`src/rtl/keypad_encoder.sv`:
```
// keypad_encoder: scans a 4x4 key matrix, debounces press and release, and
// emits a held one-hot digit plus single-cycle operator/control strobes.
module keypad_encoder #(
    parameter int SCAN_DIV = 1000,
    parameter int DEBOUNCE = 50000
) (
    input  logic       clk,
    input  logic       reset,
    output logic [3:0] row_n,
    input  logic [3:0] col_n,
    output logic [9:0] number,
    output logic       start,
    output logic       add,
    output logic       sub,
    output logic       mult,
    output logic       div,
    output logic       enter,
    output logic       clr,
    output logic [3:0] key_code,
    output logic       busy
);
    localparam int MAXC = SCAN_DIV > DEBOUNCE ? SCAN_DIV : DEBOUNCE;
    localparam int W = $clog2(MAXC);
    localparam logic [W-1:0] SCAN_LAST = W'(SCAN_DIV - 1);
    localparam logic [W-1:0] DEB_LAST = W'(DEBOUNCE - 1);

    typedef enum logic [2:0] {
        S_SCAN, S_DEBOUNCE, S_EMIT, S_STROBE, S_HOLD, S_RELEASE
    } state_t;

    state_t state, state_n;
    logic [W-1:0] cnt, cnt_n;
    logic [1:0] r, r_n, c, c_n, low_col;
    logic key_high, is_digit, fire;
    logic [3:0] digit;

    assign key_high = col_n[c];
    assign low_col = !col_n[0] ? 2'd0 : !col_n[1] ? 2'd1 : !col_n[2] ? 2'd2 : 2'd3;
    assign is_digit = (r != 2'd3 && c != 2'd3) || (r == 2'd3 && c == 2'd1);
    assign digit = r == 2'd3 ? 4'd0 : 4'(r) * 4'd3 + 4'(c) + 4'd1;
    assign fire = state == S_STROBE;

    always_comb begin
        state_n = state;
        cnt_n = cnt + 1'b1;
        r_n = r;
        c_n = c;
        case (state)
            S_SCAN:
                if (cnt == SCAN_LAST) begin
                    cnt_n = '0;
                    if (col_n != 4'hf) begin
                        state_n = S_DEBOUNCE;
                        c_n = low_col;
                    end else begin
                        r_n = r + 2'd1;
                    end
                end
            S_DEBOUNCE:
                if (key_high) begin
                    state_n = S_SCAN;
                    cnt_n = '0;
                    r_n = r + 2'd1;
                end else if (cnt == DEB_LAST) begin
                    state_n = S_EMIT;
                    cnt_n = '0;
                end
            S_EMIT: begin
                state_n = S_STROBE;
                cnt_n = '0;
            end
            S_STROBE: begin
                state_n = S_HOLD;
                cnt_n = '0;
            end
            S_HOLD: begin
                cnt_n = '0;
                if (key_high) state_n = S_RELEASE;
            end
            S_RELEASE:
                if (!key_high) begin
                    state_n = S_HOLD;
                    cnt_n = '0;
                end else if (cnt == DEB_LAST) begin
                    state_n = S_SCAN;
                    cnt_n = '0;
                    r_n = r + 2'd1;
                end
            default: begin
                state_n = S_SCAN;
                cnt_n = '0;
            end
        endcase
    end

    always_ff @(posedge clk) begin
        if (reset) begin
            state <= S_SCAN;
            cnt <= '0;
            r <= 2'd0;
            c <= 2'd0;
            row_n <= 4'b1110;
            number <= '0;
            key_code <= '0;
            {start, add, sub, mult, div, enter, clr} <= '0;
            busy <= 1'b0;
        end else begin
            state <= state_n;
            cnt <= cnt_n;
            r <= r_n;
            c <= c_n;
            row_n <= ~(4'b0001 << r_n);
            busy <= state_n != S_SCAN;
            if (state == S_EMIT) begin
                key_code <= {r, c};
                if (is_digit) number <= 10'b1 << digit;
            end
            // strobes land one cycle after number/key_code so the digit has setup time
            start <= fire && is_digit;
            add <= fire && c == 2'd3 && r == 2'd0;
            sub <= fire && c == 2'd3 && r == 2'd1;
            mult <= fire && c == 2'd3 && r == 2'd2;
            div <= fire && c == 2'd3 && r == 2'd3;
            enter <= fire && r == 2'd3 && c == 2'd2;
            clr <= fire && r == 2'd3 && c == 2'd0;
        end
    end
endmodule

```
`config.mk`:
```
export PLATFORM = sky130hd
export DESIGN_NAME = keypad_encoder
export DESIGN_NICKNAME = d
export VERILOG_FILES = /design/src/rtl/keypad_encoder.sv
export SDC_FILE = /design/constraint.sdc
export NUM_CORES = 1
export LEC_CHECK = 0
export ABC_AREA = 1
export BUFFER_PORTS_ARGS = -buffer_cell sky130_fd_sc_hd__buf_4
export CAP_MARGIN = 10
export CELL_PAD_IN_SITES_DETAIL_PLACEMENT = 1
export CELL_PAD_IN_SITES_GLOBAL_PLACEMENT = 1
export CORE_ASPECT_RATIO = 0.7
export CORE_MARGIN = 2
export CORE_UTILIZATION = 40
export CTS_CLUSTER_SIZE = 20
export DETAILED_ROUTE_END_ITERATION = 8
export GPL_TIMING_DRIVEN = 1
export PLACE_DENSITY = 0.87
export SYNTH_ARGS = -nofsm -noshare
export SYNTH_HDL_FRONTEND = slang
export SYNTH_SLANG_ARGS = --single-unit
```
`constraint.sdc`:
```
create_clock -name clk -period 5.36 [get_ports clk]
set_clock_uncertainty 0.2 [all_clocks]
set_input_delay 0.268 -clock clk [delete_from_list [all_inputs] [get_ports clk]]
set_output_delay 0.268 -clock clk [all_outputs]
set_load 0.03 [all_outputs]
```
==> summary.txt, run 1 <==
Worst hold path
  • Type of the worst min-delay path: in2reg
  • Worst Hold Path Cells: 2
  • Hold endpoint: number[9]
  • Startpoint of the most critical hold path: reset

Place
  • Final weighted congestion in routability-driven placement: 0.880
  • Number of port buffers: 31
  • Setup slack at placement: between 2 and 3 ns
  • Half-perimeter wire length after placement: 4810 um
  • Placed inst area: between 2000 and 3000 um2

Detailed routing
  • Detailed-route wire length: 6340 um
  • Wirelength per Cell: 14.0 um
  • Via density: around 5.0
  • Via count: 2271
  • Antenna Nets Post-Route: 0
  • 1st-iter DRT viols: 108
  • DRC viols: 0
  • Initial DRT Pass Iterations: 4

Critical path
  • Critical-path maximum fanout: 6
  • Register-to-register path setup slack: 2.88 ns
  • Capturing point of the worst reg2reg path: number[7]
  • List of cells traversed by the critical path: fa_1, inv_1, fa_1, inv_1, or2_2, nand3_1, inv_1, nand2_1, inv_1, nand3_1, a21oi_1
  • Data required time of the worst path: 5.41 ns
  • Worst r2r src: c[1]
  • Kind of cell with the highest combined delay on the critical path: adder cells
  • Arrival time worst endpoint: 2.52 ns
  • Worst path max stage delay: a little under 0.6 ns
  • Depth of the worst register-to-register path: 11
  • Critical-path top delay cell: sky130_fd_sc_hd__fa_1
  • Cell repeated most along the worst path: sky130_fd_sc_hd__inv_1
  • Critical path buffer and inverter count: 4
  • Worst setup SP type: flip-flop
  • Critical path start-end classification: reg2reg
  • Worst setup EP type: flip-flop

Power and ir drop
  • Total power per unit cell area: 228 nW/um2
  • Part of the power in combinational logic: 2.8%
  • Net Sw Power: 0.000144 W
  • Design internal power: 0.000524 W
  • Leakage component of the power: 1.33 nW
  • Sequential share of power: 55.0%
  • Worst vdd rail ir drop: 0.137 mV
  • Clock group share of total power: 42.2%
  • Switching power as a share of total power: 21.6%

Yosys
  • Synthesized netlist cell count: 342
  • Library cell with the largest summed area after synthesis: sky130_fd_sc_hd__dfxtp_1
  • Fraction of the yosys area taken by sequential cells: between 30% and 40%
  • Synth Flop Type: sky130_fd_sc_hd__dfxtp_1
  • Post-Synthesis Cell Area: 2520 um2
  • Count leader, synth: sky130_fd_sc_hd__nand2_1
  • Commonest cells post-synth: sky130_fd_sc_hd__nand2_1 (64), sky130_fd_sc_hd__dfxtp_1 (49), sky130_fd_sc_hd__inv_1 (48), sky130_fd_sc_hd__nor2_1 (40), sky130_fd_sc_hd__nand3_1 (26)
  • Share of the synthesized area in the top cell type: 38.9%
  • Number of warning messages in the yosys log: 0
  • Number of different library cells in the post-synthesis netlist: 31
  • Number of synthesized flops with an enable pin: 0
  • Cell types with the largest area share after synthesis: sky130_fd_sc_hd__dfxtp_1 (39%), sky130_fd_sc_hd__nand2_1 (9.5%), sky130_fd_sc_hd__inv_1 (7.1%)
  • Avg Cell Area, Syn: 7.37 um2
  • Synthesized net count: 358
  • Ys async rst share: 0%
  • Register bit total from synthesis: 49

Global route
  • Wire length of the first global-routing pass: 10900 um
  • Leftover overflow at the end of global routing: 0
  • Number of global-route vias before repair: 2265
  • Number of antenna violations at the first check in global routing: 0
  • Gr usage total: 19.5%
  • Maximum number of pins on one net before global-route repair: 18

Timing
  • Peak Freq: 404 MHz
  • Worst slew pin tran: 0.472 ns
  • Number of setup violations in the final report: 0
  • Period utilization: 46.2%
  • Headroom to the max-slew limit: 68.5%
  • Period minus WS final: around 2.5 ns
  • Number of hold violations in the final report: 0
  • Final worst slack: 2.88 ns
  • RSZ-0062 raised after global routing: no
  • Hold Worst Slack: 0.0494 ns
  • Setup_tns: 0 ns
  • Count of final max-slew check failures: 0

Flow run
  • Max_cap viols: 0

Floorplanning
  • Die extent in x: approximately 99 um
  • Initial core utilization: 40.9%
  • IO Count: 32
  • Num rows: 24
  • Area of the core region: 6160 um2
  • Vertical extent of the die: 70.4 um
  • Area of the die: 6960 um2

Clock tree
  • Total clock sinks: 49
  • TritonCTS clock tree: done
  • Post CTS Setup Buffer Count: 0
  • PostCTS Resize Cnt: 0
  • Clock-pin transition on the worst setup and hold timing paths: 0.10 ns
  • Clock tree root buffer cell: sky130_fd_sc_hd__clkbuf_8
  • Clock buffers created by TritonCTS: 5
  • Clock tree buffer depth: 2
  • CTS H-tree depth: 2
  • Post-CTS Hold Fix Bufs: 0
  • Latest clock arrival within the worst-skew pair: 0.31 ns

Cells and area
  • Area grow syn2layout: 16.0%
  • Final non-filler cell area: just under 3000 um2
  • Layout cell share with drive strength beyond 1: between 20% and 30%
  • FILL cells: between 700 and 800
  • Final net count: between 300 and 400
  • Final core utilization: 47.5%
  • Total inserted antenna cells: 0

Status
  • Status: finished clean
==> placed cells by master, fill, tap and decap left out, types with 6 or more instances in the layout <==
master,netlist,layout
sky130_fd_sc_hd__a21oi_1,18,18
sky130_fd_sc_hd__buf_4,0,31
sky130_fd_sc_hd__clkbuf_8,0,6
sky130_fd_sc_hd__dfxtp_1,49,49
sky130_fd_sc_hd__ha_1,8,8
sky130_fd_sc_hd__inv_1,48,48
sky130_fd_sc_hd__nand2_1,64,64
sky130_fd_sc_hd__nand2_2,10,10
sky130_fd_sc_hd__nand3_1,26,26
sky130_fd_sc_hd__nand4_1,8,8
sky130_fd_sc_hd__nor2_1,40,40
sky130_fd_sc_hd__nor2_2,12,12
sky130_fd_sc_hd__nor3_1,9,9
sky130_fd_sc_hd__o21ai_0,9,9
sky130_fd_sc_hd__xor2_1,9,9
==> stage by stage <==
step | power, W | cells
detailed placement | 0.000395 | 445
global placement | 0.000394 | 445
finish | 0.000668 | 453
global route | 0.000692 | 453
CTS | 0.000677 | 453
floorplan | 0.000389 | 342
==> metal layers <==
layer	up-vias	wire, um	track usage, %
li1	1130	-	-
met1	1097	3170	27.0
met2	37	2860	30.9
met3	7	249	3.90
met4	0	59	5.33
met5	-	0	0
==> sequential cells by signal, indices dropped and copies added (netlist names) <==
signal,count
add,1
clr,1
c,2
state,3
row_n,4
mult,1
r,2
div,1
number,10
start,1
busy,1
enter,1
cnt,16
sub,1
key_code,4
==> worst reg2reg max path: cells and delay by family (launching register included) <==
kind	cells	cell delay, ns
AOI/OAI and AO/OA	1	0.14
adders and majority gates	2	0.98
buffers and inverters	4	0.36
DFF	1	0.39
and+or+nand+nor	4	0.35
==> worst max-delay path by stage <==
stage                     from   endpoint  slack, ns  cells after the start
after global routing      c[1]  number[7]       2.63                     11
after CTS                 c[1]  number[3]       2.85                      8
after global placement    c[1]  number[5]       3.03                     11
after floorplan           c[1]  number[5]       3.14                     11
final                     c[1]  number[7]       2.88                     11
after detailed placement  c[1]  number[7]       2.92                     11
==> power by group through the flow <==
stage	clock (W)	sequential, W	combinational, W
6_report	0.000282	0.000367	0.0000190
2_1_floorplan	0	0.000375	0.0000132
5_1_grt	0.000303	0.000368	0.0000214
3_5_place_dp	0	0.000376	0.0000191
3_3_place_gp	0	0.000376	0.0000185
4_1_cts	0.000290	0.000367	0.0000193
==> final cells by class <==
| cell class | count | area, um2 | area share [%] |
|---|---|---|---|
| Clock inverter | 2 | 37.5 | 1.28 |
| Clock buffer | 6 | 82.6 | 2.82 |
| Inverter | 55 | 211 | 7.23 |
| Sequential cell | 49 | 981 | 33.5 |
| Timing Repair Buffer | 31 | 233 | 7.96 |
| Tap cell | 78 | 97.6 | 3.34 |
| Multi-Input combinational cell | 232 | 1280 | 43.8 |
==> cell families (layout without fill, tap and decap cells) <==
group / after synthesis / in the layout / share of synthesized area [%]
AOI/OAI and AO/OA: 30 / 30 / 6.40
xor gates and xnor gates: 12 / 12 / 4.17
adders and majority gates: 10 / 10 / 5.56
buffers and inverters: 61 / 94 / 10.2
DFF: 49 / 49 / 38.9
and+or+nand+nor: 180 / 180 / 34.7
Power figures use the tool's default switching activity.
==> inputs of run 2 (changes only) <==
clock period = 2.4 ns   (was 5.36 ns; I/O delays follow)
==> run 2 against run 1 <==
Effect of this change:
- non-clock buffer count increased by 5
- register-to-register slack got worse by 2.8 ns
- wire length decreased by 2.7%
- first-iteration DRC count increased by 9.3%
- sequential share of layout area decreased by 0.51 points
- clock power increased by 110%
- final cell count increased by 0.88%
- combinational power increased by 130%
- power increased by 120%
- global-route usage decreased by 0.64 points
- clock-buffer cell count decreased by 1
- sequential power increased by 120%
- highest routed layer unchanged
==> summary.txt, run 2 (synthesis gave the netlist of run 1 again) <==
Cells and area
  • Number of flip-flops under the largest register name: 16
  • Layout cell share with drive strength beyond 1: 23.7%
  • Largest registers: cnt x16, number x10
  • Total inserted antenna cells: 0
  • Commonest non-fill, non-tap cell in the layout: sky130_fd_sc_hd__nand2_1
  • Final net count: around 400
  • Commonest cells after routing, fill and taps aside: sky130_fd_sc_hd__nand2_1 (64), sky130_fd_sc_hd__dfxtp_1 (48), sky130_fd_sc_hd__inv_1 (45), sky130_fd_sc_hd__nor2_1 (39), sky130_fd_sc_hd__buf_4 (35)
  • Final non-filler cell area: 2970 um2
  • Register with the most flip-flops: cnt
  • Area grow syn2layout: 18.0%

Power and ir drop
  • Clock group share of total power: 40.1%
  • Part of the power in combinational logic: 3.1%
  • Sequential share of power: 56.8%
  • Worst vdd rail ir drop: ~0.24 mV
  • Switching power as a share of total power: 21.3%
  • Design internal power: between 0.001 and 0.0015 W
  • Total power per unit cell area: 485 nW/um2
  • Leakage component of the power: 1.35 nW
  • Net Sw Power: 0.000308 W

Global route
  • Maximum number of pins on one net before global-route repair: 18
  • Number of global-route vias before repair: approximately 2200
  • Wire length of the first global-routing pass: 10600 um
  • Number of antenna violations at the first check in global routing: 0
  • Gr usage total: 18.8%
  • Leftover overflow at the end of global routing: 0

Detailed routing
  • DRC viols: 0
  • Detailed-route wire length: a little over 6000 um
  • Initial DRT Pass Iterations: 4
  • Wirelength per Cell: 13.5 um
  • Antenna Nets Post-Route: 0
  • Via density: 4.84
  • Via count: around 2200
  • 1st-iter DRT viols: around 120

Clock tree
  • Clock tree root buffer cell: sky130_fd_sc_hd__clkbuf_8
  • Clock buffers created by TritonCTS: 5
  • CTS H-tree depth: 2
  • Clock-pin transition on the worst setup and hold timing paths: roughly 0.090 ns
  • Clock tree buffer depth: 2
  • TritonCTS clock tree: done
  • Latest clock arrival within the worst-skew pair: 0.30 ns
  • Total clock sinks: 49
  • Post CTS Setup Buffer Count: 0

Floorplanning
  • Vertical extent of the die: 70.4 um
  • Area of the die: 6960 um2
  • Initial core utilization: 40.9%
  • Num rows: 24
  • Die extent in x: 98.9 um
  • Area of the core region: 6160 um2
  • IO Count: 32

Critical path
  • Data required time of the worst path: approximately 2.4 ns
  • Worst setup EP type: flip-flop
  • Critical path buffer and inverter count: 3
  • Worst path max stage delay: roughly 0.57 ns
  • Arrival time worst endpoint: between 2 and 2.5 ns
  • List of cells traversed by the critical path: fa_1, inv_1, fa_2, nor2_2, inv_2, nand3_1, inv_1, nand3_1, a21oi_1
  • Worst r2r src: r[1]
  • Critical-path maximum fanout: 3
  • Critical-path top delay cell: sky130_fd_sc_hd__fa_1
  • Critical Path Source: r[1]
  • Critical path start-end classification: reg2reg
  • Kind of cell with the highest combined delay on the critical path: adder cells
  • Worst setup SP type: flip-flop

Timing
  • Number of hold violations in the final report: 0
  • Headroom to the max-slew limit: slightly below 70%
  • Period minus WS final: 2.30 ns
  • Count of final max-slew check failures: 0
  • Final worst slack: approximately 0.10 ns
  • Worst slew pin tran: 0.471 ns
  • Period utilization: 95.7%
  • Peak Freq: 436 MHz
  • Number of setup violations in the final report: 0

Status
  • Status: finished clean

Flow run
  • Max_cap viols: 0

Place
  • Half-perimeter wire length after placement: a little under 5000 um
  • Number of port buffers: 31
  • Setup slack at placement: -0.0195 ns
  • Final weighted congestion in routability-driven placement: 0.808
  • Placed inst area: between 2000 and 3000 um2

Worst hold path
  • Startpoint of the most critical hold path: col_n[0]
  • Type of the worst min-delay path: in2reg
==> run 2: final timing paths <==
path | to | slack (ns) | cells past startpoint
worst max register to register | number[1] | 0.10 | 9
worst min-delay path | c[1] | 0.05 | 5
worst min register to register | cnt[0] | 0.26 | 1
worst max-delay path | number[1] | 0.10 | 9
==> run 2: cell type report <==
type                            count  area (um2)
Clock inverter                      2        35.0
Clock buffer                        5        68.8
Sequential cell                    49         982
Tap cell                           78        97.6
Multi-Input combinational cell    232        1310
Timing Repair Buffer               36         273
Fill cell                         796        3180
Inverter                           55         211
==> run 2: timing repair <==
action,CTS,global route
gates resized for setup,1,9
endpoints found under the setup margin,2,9
pin swaps,0,3
hold buffers,1,0
hold endpoints to repair,15,0
==> run 2: metrics by stage <==
stage	util, %	setup TNS [ns]	hold WS, ns	std cells	power (W)
final	48.3	0	0.0510	457	0.00144
after global routing	48.3	-0.00411	0.0743	457	0.00150
after CTS	47.9	0	0.0486	457	0.00146
after detailed placement	46.0	-0.0210	0.246	449	0.000882
after global placement	46.0	0	0.230	449	0.000880
after floorplan	-	0	0.193	342	0.000868
==> run 2: routing by layer <==
layer,GRT usage [%],vias to the layer above,wire (um)
met4,3.96,0,59
li1,-,1140,-
met5,0,-,0
met2,28.5,30,2660
met1,27.6,1032,3240
met3,4.20,8,222
==> run 2: power by group through the flow <==
stage | clock [W] | combinational (W) | sequential [W]
floorplan | 0 | 0.0000295 | 0.000838
global placement | 0 | 0.0000414 | 0.000839
detailed placement | 0 | 0.0000427 | 0.000839
CTS | 0.000594 | 0.0000446 | 0.000820
global route | 0.000630 | 0.0000494 | 0.000821
finish | 0.000579 | 0.0000441 | 0.000820
==> run 2: worst reg2reg max path, stage by stage, from the launching register on <==
cell and delay (ns):
sky130_fd_sc_hd__dfxtp_2 0.34, sky130_fd_sc_hd__fa_1 0.57, sky130_fd_sc_hd__inv_1 0.06, sky130_fd_sc_hd__fa_2 0.54, sky130_fd_sc_hd__nor2_2 0.05, sky130_fd_sc_hd__inv_2 0.09
sky130_fd_sc_hd__nand3_1 0.08, sky130_fd_sc_hd__inv_1 0.11, sky130_fd_sc_hd__nand3_1 0.08, sky130_fd_sc_hd__a21oi_1 0.11
